## config.mk

```make
export PLATFORM = sky130hd
export DESIGN_NAME = barret_2273_rr_sched_flat
export DESIGN_NICKNAME = d
export VERILOG_FILES = /design/src/rtl/barret_2273_pkg.sv /design/src/rtl/barret_2273_rr_sched_if.sv /design/src/rtl/barret_for_2273.sv /design/src/rtl/barret_2273_rr_sched.sv /design/src/flat_wrapper.sv
export SDC_FILE = /design/constraint.sdc
export NUM_CORES = 1
export LEC_CHECK = 0
export CAP_MARGIN = 20
export CELL_PAD_IN_SITES_DETAIL_PLACEMENT = 1
export CELL_PAD_IN_SITES_GLOBAL_PLACEMENT = 2
export CORE_UTILIZATION = 36
export DETAILED_ROUTE_END_ITERATION = 16
export PLACE_DENSITY = 0.94
export REMOVE_ABC_BUFFERS = 1
export SLEW_MARGIN = 40
export SYNTH_ARGS = -nofsm -noshare
export SYNTH_HDL_FRONTEND = slang
export SYNTH_HIERARCHICAL = 1
export SYNTH_SLANG_ARGS = --single-unit
```

## constraint.sdc

```tcl
create_clock -name clk -period 14.2 [get_ports clk]
set_clock_uncertainty 0.05 [all_clocks]
set_input_delay 1.42 -clock clk [delete_from_list [all_inputs] [get_ports clk]]
set_output_delay 1.42 -clock clk [all_outputs]
set_load 0.02 [all_outputs]
```

## src/rtl/barret_2273_pkg.sv

```systemverilog
// barret_2273_pkg: shared constants and types for the mod-2273 reducer and its scheduler.
package barret_2273_pkg;
   localparam int Q      = 2273;
   localparam int Q_SQ   = 5166529;
   localparam int DIN_W  = 23;
   localparam int DOUT_W = 12;
   // Barrett constants: BM = floor(2^BK / Q); quotient estimate is off by at most one
   localparam int BK     = 24;
   localparam int BM     = 7381;
   localparam int BM_W   = 13;
   typedef logic [DIN_W-1:0]  operand_t;
   typedef logic [DOUT_W-1:0] residue_t;
   function automatic logic in_range(input operand_t x);
      return x < operand_t'(Q_SQ);
   endfunction
endpackage

```

## src/rtl/barret_2273_rr_sched_if.sv

```systemverilog
// barret_2273_rr_sched_if: requester/result bundle between the requesters and the shared reducer.
interface barret_2273_rr_sched_if
   import barret_2273_pkg::*;
#(parameter int NREQ = 4) ();
   localparam int ID_W = $clog2(NREQ);
   logic [NREQ-1:0]       req_valid;
   logic [NREQ*DIN_W-1:0] req_data;
   logic [NREQ-1:0]       req_ready;
   logic                  out_valid;
   logic [DOUT_W-1:0]     out_data;
   logic [ID_W-1:0]       out_id;
   logic                  out_err;
   logic                  out_ready;
   modport master (output req_valid, req_data, out_ready,
                   input  req_ready, out_valid, out_data, out_id, out_err);
   modport slave  (input  req_valid, req_data, out_ready,
                   output req_ready, out_valid, out_data, out_id, out_err);
endinterface

```

## src/rtl/barret_for_2273.sv

```systemverilog
// barret_for_2273: combinational Barrett reduction of a 23-bit operand modulo 2273.
module barret_for_2273
   import barret_2273_pkg::*;
(
   input  logic [DIN_W-1:0]  din_a,
   output logic [DOUT_W-1:0] dout_r
);
   localparam int PW = DIN_W + BM_W;
   localparam logic [DOUT_W:0] LQ = (DOUT_W+1)'(Q);
   logic [PW-1:0]     w_prod;
   logic [DOUT_W-1:0] w_qhat;
   logic [DIN_W-1:0]  w_sub;
   logic [DOUT_W:0]   w_r;
   assign w_prod = PW'(din_a) * PW'(BM);
   assign w_qhat = DOUT_W'(w_prod >> BK);
   assign w_sub  = din_a - DIN_W'(DIN_W'(w_qhat) * DIN_W'(Q));
   // remainder estimate lies in [0, 2Q), so a single correction suffices
   assign w_r    = (DOUT_W+1)'(w_sub);
   assign dout_r = (w_r >= LQ) ? DOUT_W'(w_r - LQ) : DOUT_W'(w_r);
endmodule

```

## src/rtl/barret_2273_rr_sched.sv

```systemverilog
// barret_2273_rr_sched: round-robin sharing of one mod-2273 reducer among NREQ requesters,
// with a single-entry result register.
module barret_2273_rr_sched
   import barret_2273_pkg::*;
#(parameter int NREQ = 4)
(
   input logic clk,
   input logic rst_n,
   barret_2273_rr_sched_if.slave bus
);
   localparam int ID_W = $clog2(NREQ);
   logic [ID_W-1:0] r_ptr, r_id, w_win;
   logic            r_valid, r_err, w_found, w_can, w_accept;
   residue_t        r_data, w_dout;
   operand_t        w_din;
   // scan from the farthest offset down so the nearest valid index after r_ptr wins
   always_comb begin
      w_win   = '0;
      w_found = 1'b0;
      for (int k = NREQ - 1; k >= 0; k--)
         if (bus.req_valid[r_ptr + ID_W'(k)]) begin
            w_win   = r_ptr + ID_W'(k);
            w_found = 1'b1;
         end
   end
   assign w_can         = ~r_valid | bus.out_ready;
   assign w_accept      = w_found & w_can;
   assign bus.req_ready = w_accept ? NREQ'(1) << w_win : '0;
   assign w_din         = bus.req_data[w_win*DIN_W +: DIN_W];
   barret_for_2273 u_red (.din_a(w_din), .dout_r(w_dout));
   always_ff @(posedge clk or negedge rst_n)
      if (!rst_n) begin
         r_valid <= 1'b0;
         r_data  <= '0;
         r_id    <= '0;
         r_err   <= 1'b0;
         r_ptr   <= '0;
      end else if (w_accept) begin
         r_valid <= 1'b1;
         r_data  <= in_range(w_din) ? w_dout : '0;
         r_id    <= w_win;
         r_err   <= ~in_range(w_din);
         r_ptr   <= w_win + 1'b1;
      end else if (bus.out_ready)
         r_valid <= 1'b0;
   assign bus.out_valid = r_valid;
   assign bus.out_data  = r_data;
   assign bus.out_id    = r_id;
   assign bus.out_err   = r_err;
endmodule

```

## src/flat_wrapper.sv

```systemverilog
// flat-port wrapper written by rule: the top's interface ports become plain ports
module barret_2273_rr_sched_flat import barret_2273_pkg::*;
#(parameter int NREQ = 4)
  (clk, rst_n, bus_req_valid, bus_req_data, bus_out_ready, bus_req_ready, bus_out_valid, bus_out_data, bus_out_id, bus_out_err);
  barret_2273_rr_sched_if #(.NREQ(NREQ)) bus_i ();
  input logic clk;
  input logic rst_n;
  input wire logic [$bits(bus_i.req_valid)-1:0] bus_req_valid;
  input wire logic [$bits(bus_i.req_data)-1:0] bus_req_data;
  input wire logic [$bits(bus_i.out_ready)-1:0] bus_out_ready;
  output wire logic [$bits(bus_i.req_ready)-1:0] bus_req_ready;
  output wire logic [$bits(bus_i.out_valid)-1:0] bus_out_valid;
  output wire logic [$bits(bus_i.out_data)-1:0] bus_out_data;
  output wire logic [$bits(bus_i.out_id)-1:0] bus_out_id;
  output wire logic [$bits(bus_i.out_err)-1:0] bus_out_err;
  assign bus_i.req_valid = bus_req_valid;
  assign bus_i.req_data = bus_req_data;
  assign bus_i.out_ready = bus_out_ready;
  assign bus_req_ready = bus_i.req_ready;
  assign bus_out_valid = bus_i.out_valid;
  assign bus_out_data = bus_i.out_data;
  assign bus_out_id = bus_i.out_id;
  assign bus_out_err = bus_i.out_err;
  barret_2273_rr_sched #(.NREQ(NREQ)) u_core (.clk(clk), .rst_n(rst_n), .bus(bus_i));
endmodule
```

Word-level counts from Yosys, hierarchy flattened

Index checks and enable logic that the tools add are counted.

Bits of input ports: 99
Output and inout port bits: 20
Register bits after elaboration: 18
Word-level logic and storage cells: 48

$add $sub $neg: 6
Multipliers: 3
$lt $le $gt $ge: 6
Bitwise gates (word level): 4
Shifts and indexed selects: 2
Multiplexer cells: 21
Reduce and logical (&&, ||, !) cells: 1

Operators with widths:

| operator               | count |
|---|---|
| $shiftx 92x8->23       | 1 |
| $mul 23x13->36 const B | 1 |
| $mux 12                | 2 |
| $lt 23x23->1 const B   | 1 |
| $ge 13x12->1 const B   | 1 |
| $mul 12x12->13 const B | 1 |
| $sub 13x13->13         | 1 |
| $lt 2x3->1 const B     | 4 |
| $sub 12x12->12 const B | 1 |
| $mux 1                 | 10 |
| $bmux 1 s2             | 4 |
| $mux 2                 | 4 |
| $mul 2x5->7 const B    | 1 |
| $add 2x1->2 const B    | 2 |
| $add 2x2->2 const B    | 2 |
| $mux 4                 | 1 |
| $shl 1x2->4 const A    | 1 |
| $not 1->1              | 2 |
| $reduce_bool 2->1      | 1 |
| $and 1x1->1            | 1 |
| $or 1x1->1             | 1 |

Longest topological paths before layout

Gate-level depths: netlist of the first run.

Word-level depth: 15
Depth in mapped cells: 49
Mapped depth without buffers: 45

Cells and area by module

Netlist of the first run, hierarchy kept.

By module, submodules not included:

| module               | seq. area each (um2) | times used | cells each | area an instance (um2) |
|---|---|---|---|---|
| barret_for_2273      | 0.0                  | 1          | 783        | 7220.7 |
| barret_2273_rr_sched | 450.4                | 1          | 248        | 1949.4 |

Worst setup path before layout of the first run

OpenSTA, ideal clock, no wires.

Path type: input-to-reg
Start point: input port bus_req_valid[3]
End point: register u_core.r_data[10] (netlist: u_core/bus.out_data[10])
Library setup time: 0.095 ns
Stages: 43
Path slack: 2.482 ns
Buffers on the path: 3
Required time: 14.055 ns
Arrival time: 11.572 ns
Cell sequence: and3b_1 -> o21a_4 -> nor2_8 -> buf_4 -> nand2_1 -> a31oi_1 -> clkbuf_1 -> inv_1 -> fa_1 -> inv_1 -> fa_1 -> inv_1 -> fa_1 -> fa_1 -> fa_1 -> inv_1 -> ha_1 -> a211o_1 -> [7 not listed] -> nor2_1 -> xnor2_1 -> ha_1 -> fa_1 -> fa_1 -> fa_1 -> xnor2_1 -> xnor2_1 -> xnor2_1 -> xnor2_1 -> xnor2_1 -> xnor3_1 -> xnor2_1 -> buf_2 -> a211oi_1 -> xnor2_1 -> nand3_1 -> o31ai_1

Cells in the longest elaborated chain, start to end: 14
Elaborated cells between the ends (all ways): 27
Classes of those cells: 2 x add/sub; 3 x mul; 2 x order compare; 1 x shift; 18 x mux; 1 x bitwise

Ends and longest elaborated chain:

| what                                           | RTL line                   | source |
|---|---|---|
| start: declaration                             | flat_wrapper.sv:8          | `input wire logic [$bits(bus_i.req_valid)-1:0] bus_req_valid;` |
| $bmux 1 s2                                     | barret_2273_rr_sched.sv:21 | `if (bus.req_valid[r_ptr + ID_W'(k)]) begin` |
| $mux 1 (implied by the code)                   | barret_2273_rr_sched.sv:21 |  |
| $mux 2 (3 in series)                           | barret_2273_rr_sched.sv:21 |  |
| $mux 2 (*)                                     | barret_2273_rr_sched.sv:21 |  |
| $mul 2x5->7 (*)                                | barret_2273_rr_sched.sv:29 | `assign w_din = bus.req_data[w_win*DIN_W +: DIN_W];` |
| $shiftx 92x8->23 (*)                           | barret_2273_rr_sched.sv:29 |  |
| via u_core.w_din[2]                            | barret_2273_rr_sched.sv:15 | `operand_t w_din;` |
| $mul 23x13->36                                 | barret_for_2273.sv:14      | `assign w_prod = PW'(din_a) * PW'(BM);` |
| $mul 12x12->13                                 | barret_for_2273.sv:16      | `assign w_sub = din_a - DIN_W'(DIN_W'(w_qhat) * DIN_W'(Q));` |
| $sub 13x13->13 (*)                             | barret_for_2273.sv:16      |  |
| $sub 12x12->12 or $ge 13x12->1 (tied branches) | barret_for_2273.sv:19      | `assign dout_r = (w_r >= LQ) ? DOUT_W'(w_r - LQ) : DOUT_W'(w_r);` |
| $mux 12 (*)                                    | barret_for_2273.sv:19      |  |
| via u_core.w_dout[10]                          | barret_2273_rr_sched.sv:14 | `residue_t r_data, w_dout;` |
| $mux 12 (*)                                    | barret_2273_rr_sched.sv:40 | `r_data <= in_range(w_din) ? w_dout : '0;` |
| end signal: assignment                         | barret_2273_rr_sched.sv:40 |  |
| end: declaration                               | barret_2273_rr_sched.sv:14 |  |

Mark *: on every way through the listed nets, which the timed path passes. The rest lies on a longest branch. The select of a mux whose other input is x is not followed.
A chain may end at the register's enable or synchronous reset.

Worst setup path after layout of the first run

Start point: input port bus_req_valid[3]
End point: register u_core.r_data[6] (netlist: u_core/bus.out_data[6])

Same word-level chain as after synthesis.

==> results of run 1 <==
how the worst max path moves through the flow:
stage | depth (start not counted) | endpoint | startpoint
4_1_cts | 42 | u_core/bus.out_data[6] | bus_req_valid[3]
3_5_place_dp | 42 | u_core/bus.out_data[3] | bus_req_valid[3]
2_1_floorplan | 39 | u_core/bus.out_data[1] | bus_req_valid[2]
6_report | 43 | u_core/bus.out_data[6] | bus_req_valid[3]
3_3_place_gp | 43 | u_core/bus.out_data[7] | bus_req_valid[3]
5_1_grt | 43 | u_core/bus.out_data[6] | bus_req_valid[3]
logic make-up after synthesis:
family | after synthesis | share of synthesized area
fa+ha+maj | 294 | 0.509
buf+inv | 271 | 0.115
simple gates | 209 | 0.117
compound gates | 174 | 0.142
xor+xnor | 49 | 0.0491
flops | 18 | 0.0491
mux | 16 | 0.0179
worst register-to-register path: cells and delay by family, from the launching register on:
family	cells	cell delay, ns
AOI/OAI and AO/OA	11	2.84
xor gates and xnor gates	3	0.70
adders and majority gates	11	4.64
buffers and inverters	6	0.94
DFF	1	0.53
muxes	1	0.51
and+or+nand+nor	10	1.80
area by class of cell:
| cell class | count | area (sq um) |
|---|---|---|
| Inverter | 246 | 926 |
| Tap cell | 330 | 413 |
| Multi-Input combinational cell | 742 | 7690 |
| Sequential cell | 18 | 450 |
| Clock buffer | 4 | 88.8 |
| Timing Repair Buffer | 133 | 1300 |
| Fill cell | 2970 | 14200 |
stage by stage:
step / hold slack (ns) / std cells / util / cell area, sq um
after floorplan: 0.524 / 1006 / - / 9040
after global placement: 0.421 / 1469 / 0.429 / 10800
after detailed placement: 0.426 / 1469 / 0.429 / 10800
after CTS: 0.438 / 1473 / 0.432 / 10900
after global routing: 0.465 / 1473 / 0.433 / 10900
final: 0.434 / 1473 / 0.433 / 10900
layer usage:
layer	vias to the layer above	track usage	share of wire
met2	163	0.388	0.51
li1	3610	-	-
met3	17	0.0218	0.046
met4	0	0.0249	0.0093
met5	-	0	0
met1	3816	0.270	0.44
cell usage in the layout (no fill, tap or decap), types with 11 or more instances in the layout:
cell type	Yosys	final
dfrtp_1	18	18
fa_1	132	132
a21o_1	14	14
buf_4	3	14
a21oi_1	32	31
mux2i_1	13	13
ha_1	162	162
o21ai_0	27	27
nor2_1	28	28
xor2_1	13	13
a211oi_1	30	30
nand3_1	25	25
clkdlybuf4s50_1	0	117
xnor2_1	34	34
nand2_1	70	70
inv_1	244	244
and3_1	30	30
a31oi_1	13	11
sequential cells by signal (all words and copies together) (netlist names):
name / cells
u_core/bus.out_err: 1
u_core/bus.out_id: 2
u_core/bus.out_valid: 1
u_core/r_ptr: 2
u_core/bus.out_data: 12
==> metrics.md, run 1 <==
| Metric | Value |
|---|---|
| Status | complete, no violations |
| Antenna-violating nets left | 0 |
| Starting DRC count in detailed routing | 432 |
| # hold bufs at CTS | 0 |
| Total Routed Length | 26800 microns |
| Critical path buffer and inverter count | 7 |
| Std-Cell Rows | 58 |
| Most used cell, CP | fa_1 |
| Ys flop type | dfrtp_1 |
| DIE AREA | 26100 sq um |
| Setup violations, final | 0 |
| Clk root buf | clkbuf_16 |
| Final period utilization | 0.944 |
| Final critical-path setup slack | 0.796 ns |
| Slew Limit Fails | 0 |
| Worst-Skew Late Latency | 0.24 ns |
| Critical path's top delay family | adder cells |
| GP Congestion | 0.906 |
| Vias in the first global route | 8421 |
| Crit Path Max Fanout | 38 |
| Vias | 7606 |
| R2R Path Start | u_core/r_ptr[1] |
| Postcts setup bufs | 0 |
| R2r worst-path depth | 42 |
| Library cells used by synthesis | 75 |
| Top cells by count, synth | 244 x inv_1, 162 x ha_1, 132 x fa_1, 70 x nand2_1, 34 x xnor2_1 |
| Final setup TNS | 0 ns |
| Syn Std Cell Area | 9170 sq um |
| Layout cells sized above 1 | 0.0525 |
| Clk pin slew, worst setup/hold paths | 0.05 ns |
| DRT Pass-1 Iters | 4 |
| Starting Density | 0.365 |
| Num ports | 119 |
| Pre-CTS WS | 0.435 ns |
| Worst Hold Path Cells | 2 |
| Ys async rst share | 1.00 |
| CTS tree | done |
| #FFs+latches synth | 18 |
| Seq/Total Area, Yosys | 0.0491 |
| Port Buffers | 118 |
| Cells after Synth | 1031 |
| Post-layout min period | 13.40 ns |
| EDFF count, synth | 0 |
| Crit Path Class | in -> reg |
| CTS Buffer Depth | 2 |
| Average instance area after synthesis | 8.89 sq um |
| CP peak stage delay | 0.60 ns |
| Dominant cells by area after synthesis | fa_1 29%, ha_1 22%, inv_1 10% |
| Worst setup SP type | primary input |
| Drt via density | 5.16 |
| Tightest Pin Transition | 0.751 ns |
| Worst Hold Class | reg -> reg |
| Max_slew headroom | 0.498 |
| Post-CTS sizing | 0 |
| Pin count of the biggest net entering global routing | 39 |
| Initial antenna violation count | 1 |
| HP Start | u_core/bus.out_data[9] |
| Peak Freq | 74.6 MHz |
| First-pass GRT wire length | 43600 microns |
| Top-area cell type share of the netlist area | 0.288 |
| Critical Path End Type | flop |
| WP data required | 14.29 ns |
| CTS H-tree lvls | 1 |
| Reg-to-reg setup timing slack | 2.05 ns |
| MaxCap Viol Count | 0 |
| CTS sink cnt | 18 |
| Synth area leader | fa_1 |
| Grt ovf | 0 |
| Die X | 162 microns |
| Routed WL per cell | 18.2 microns |
| Post-DP HPWL | 23500 microns |
| Hold Vio Cnt, Final | 0 |
| # DRC | 0 |
| Slowest stage cell on the critical path | clkdlybuf4s50_1 |
| RSZ-0062 raised after global routing | false |
| DIE HEIGHT | 162 microns |
| Layout area overhead | 18.6% |
| Most instantiated library cell after synthesis | inv_1 |
| Total GRT Usage | 0.210 |
| Worst Path Arrival | 13.49 ns |
| TritonCTS Buffers | 3 |
| Worst Hold End | u_core/bus.out_data[9] |
| Yosys warns | 6 |
| Core area | 25100 sq um |
| End of the worst register-to-register path | u_core/bus.out_data[6] |
| Final Net Count | 1537 |
| Antenna cells | 0 |
Power of run 1 is not shown: default switching activity piles up to over one toggle a cycle in this logic, so the estimate is an artifact.
==> run 2, diff against run 1 <==
--- a/config.mk
+++ b/config.mk
@@ -8,9 +8,10 @@
 export CAP_MARGIN = 20
 export CELL_PAD_IN_SITES_DETAIL_PLACEMENT = 1
 export CELL_PAD_IN_SITES_GLOBAL_PLACEMENT = 2
-export CORE_UTILIZATION = 36
+export CORE_ASPECT_RATIO = 0.5
+export CORE_UTILIZATION = 32
 export DETAILED_ROUTE_END_ITERATION = 16
-export PLACE_DENSITY = 0.94
+export PLACE_DENSITY = 0.89
 export REMOVE_ABC_BUFFERS = 1
 export SLEW_MARGIN = 40
 export SYNTH_ARGS = -nofsm -noshare
==> constraint.sdc (replaced) <==
create_clock -name clk -period 11.5 [get_ports clk]
set_clock_uncertainty 0.05 [all_clocks]
set_input_delay 1.15 -clock clk [delete_from_list [all_inputs] [get_ports clk]]
set_output_delay 1.15 -clock clk [all_outputs]
set_load 0.02 [all_outputs]
==> metrics.md, run 2 (synthesis results as in run 1) <==
| Metric | Value |
|---|---|
| Layer with the highest usage | met2 |
| Antenna cells | 0 (unchanged) |
| Area of the multi-input gates | 8590 sq um (+12%) |
| Filler cells | 3106 (+4.6%) |
| Num ports | 119 (unchanged) |
| Dpl cells | 1720 (+17%) |
| Worst Hold Class | reg -> reg |
| Largest register FFs | 12 (unchanged) |
| Vias | 9629 (+27%) |
| Total GRT Usage | 0.234 (+0.0237) |
| CTS tree | done |
| Worst-Skew Late Latency | 0.25 ns (about the same) |
| TritonCTS Buffers | 3 (unchanged) |
| Critical path's top delay family | adder cells |
| Worst setup SP type | primary input |
| R2R Path Start | u_core/r_ptr[1] |
| Vias in the first global route | 10300 (+22%) |
| Initial antenna violation count | 0 (-1) |
| # DRC | 0 (unchanged) |
| Pin count of the biggest net entering global routing | 22 (-44%) |
| Final critical-path setup slack | -0.535 ns (-1.33 ns) |
| Critical path buffer and inverter count | 15 (+8) |
| M2 GR Usage | 0.430 (+0.0420) |
| Reg area | 450 sq um (unchanged) |
| Slowest stage cell on the critical path | fa_1 |
| Post-layout min period | 12.03 ns |
| Finished Cell Area | 14000 sq um (+29%) |
| CP peak stage delay | 0.58 ns (-0.02 ns) |
| Reg-to-reg setup timing slack | -0.19 ns (-2.24 ns) |
| Drt via density | 5.36 (+3.8%) |
| MaxCap Viol Count | 0 (unchanged) |
| Critical Path End Type | flop |
| Final setup TNS | -4.65 ns (-4.65 ns) |
| Crit path depth | 49 (+14%) |
| Grt met1 use | 0.290 (+0.0198) |
| CTS H-tree lvls | 1 (unchanged) |
| Worst Path Arrival | 12.14 ns (-1.35 ns) |
| Most frequent cells in the layout | 255 x buf_4, 211 x inv_1, 148 x ha_1 |
| Final period utilization | 1.05 |
| Peak Freq | 83.1 MHz |
| CTS Buffer Depth | 2 (unchanged) |
| Setup violations, final | 12 (+12) |
| Max_slew headroom | 0.446 (-0.0513) |
| HP Start | u_core/bus.out_data[8] |
| Status | complete, but fails checks |
| End of the worst register-to-register path | u_core/bus.out_data[11] |
| RSZ-0062 raised after global routing | true |
| Layout area overhead | 52.8% |
| Port Buffers | 118 (unchanged) |
| # hold bufs at CTS | 0 (unchanged) |
| Slew Limit Fails | 0 (unchanged) |
| Total Routed Length | 43900 microns (+64%) |
| Layout cells sized above 1 | 0.349 (+0.297) |
| Die X | 241 microns (+49%) |
| GP Congestion | 0.862 (-4.8%) |
| Crit Path Max Fanout | 5 (-87%) |
| Most used cell, CP | fa_1 |
| Fin Hold WS | 0.451 ns (+0.0168 ns) |
| Core area | 27900 sq um (+11%) |
| Clk pin slew, worst setup/hold paths | 0.06 ns (about the same) |
| Std-Cell Rows | 43 (-26%) |
| Met3 usage | 0.0270 (+0.00514) |
| Crit Path Class | in -> reg |
| R2r worst-path depth | 47 (+12%) |
| Routed WL per cell | 24.5 microns (+34%) |
| Post-DP Area | 12300 sq um (+14%) |
| Most common library cell in the layout ignoring fill and taps | buf_4 |
| Crit path capture | u_core/bus.out_data[11] |
| CP Launch Point | bus_req_valid[3] |
| Clk root buf | clkbuf_16 |
| Finished Layout Cells | 1797 (+22%) |
| CTS sink cnt | 18 (unchanged) |
| Antenna-violating nets left | 0 (unchanged) |
| Post-DP HPWL | 28100 microns (+20%) |
| Grt ovf | 0 (unchanged) |
| DRT Pass-1 Iters | 7 (+3) |
| Final Net Count | 1809 (+18%) |
| Failing checks | setup timing |
| Hold Vio Cnt, Final | 0 (unchanged) |
| Starting DRC count in detailed routing | 577 (+34%) |
| WP data required | 11.60 ns (-2.69 ns) |
| Tightest Pin Transition | 0.830 ns (+0.0797 ns) |
| DIE HEIGHT | 122 microns (-25%) |
| DIE AREA | 29400 sq um (+12%) |
| Starting Density | 0.328 (-0.0368) |
| First-pass GRT wire length | 53700 microns (+23%) |
-- run 2: worst register-to-register path, delay by kind of cell (launching register included) --
family | cells | cell delay [ns]
compound gates | 11 | 2.16
xor+xnor | 3 | 0.70
fa+ha+maj | 10 | 4.40
buf+inv | 12 | 1.21
flops | 1 | 0.56
mux | 3 | 0.70
simple gates | 8 | 1.81
-- run 2: repair_timing --
item / CTS / global route
endpoints found under the setup margin: 12 / 12
buffers inserted: 23 / 47
resized for setup: 93 / 174
cloned: 3 / 3
pin swaps: 53 / 126
-- run 2: stage by stage --
stage | util | setup slack, ns
2_1_floorplan | - | -0.691
3_3_place_gp | 0.441 | -0.592
3_5_place_dp | 0.441 | -1.06
4_1_cts | 0.466 | 0.00296
5_1_grt | 0.502 | -0.733
6_report | 0.502 | -0.535
-- run 2: worst min-delay path by stage --
stage	end	slack, ns	cells after the start
detailed placement	u_core/bus.out_data[5]	0.43	2
global placement	u_core/bus.out_id[1]	0.42	2
global route	u_core/bus.out_data[8]	0.49	2
finish	u_core/bus.out_data[8]	0.45	2
floorplan	u_core/r_ptr[0]	0.52	2
CTS	u_core/bus.out_data[5]	0.44	2
-- run 2: metal layers --
layer	share of wire	wire length (microns)	vias to the layer above
li1	-	-	4169
met1	0.39	16900	4905
met2	0.52	22700	396
met3	0.051	2240	159
met4	0.047	2050	0
met5	0	0	-
-- run 2: cell type report --
| cell class | count | area share |
|---|---|---|
| repair buffers | 402 | 0.246 |
| repair inverters | 1 | 0.000446 |
| well taps | 382 | 0.0341 |
| flip-flops and latches | 18 | 0.0321 |
| multi-input cells | 744 | 0.613 |
| clock buffers | 4 | 0.00634 |
| inverters | 246 | 0.0676 |
Power of run 2 is left out for the same reason.
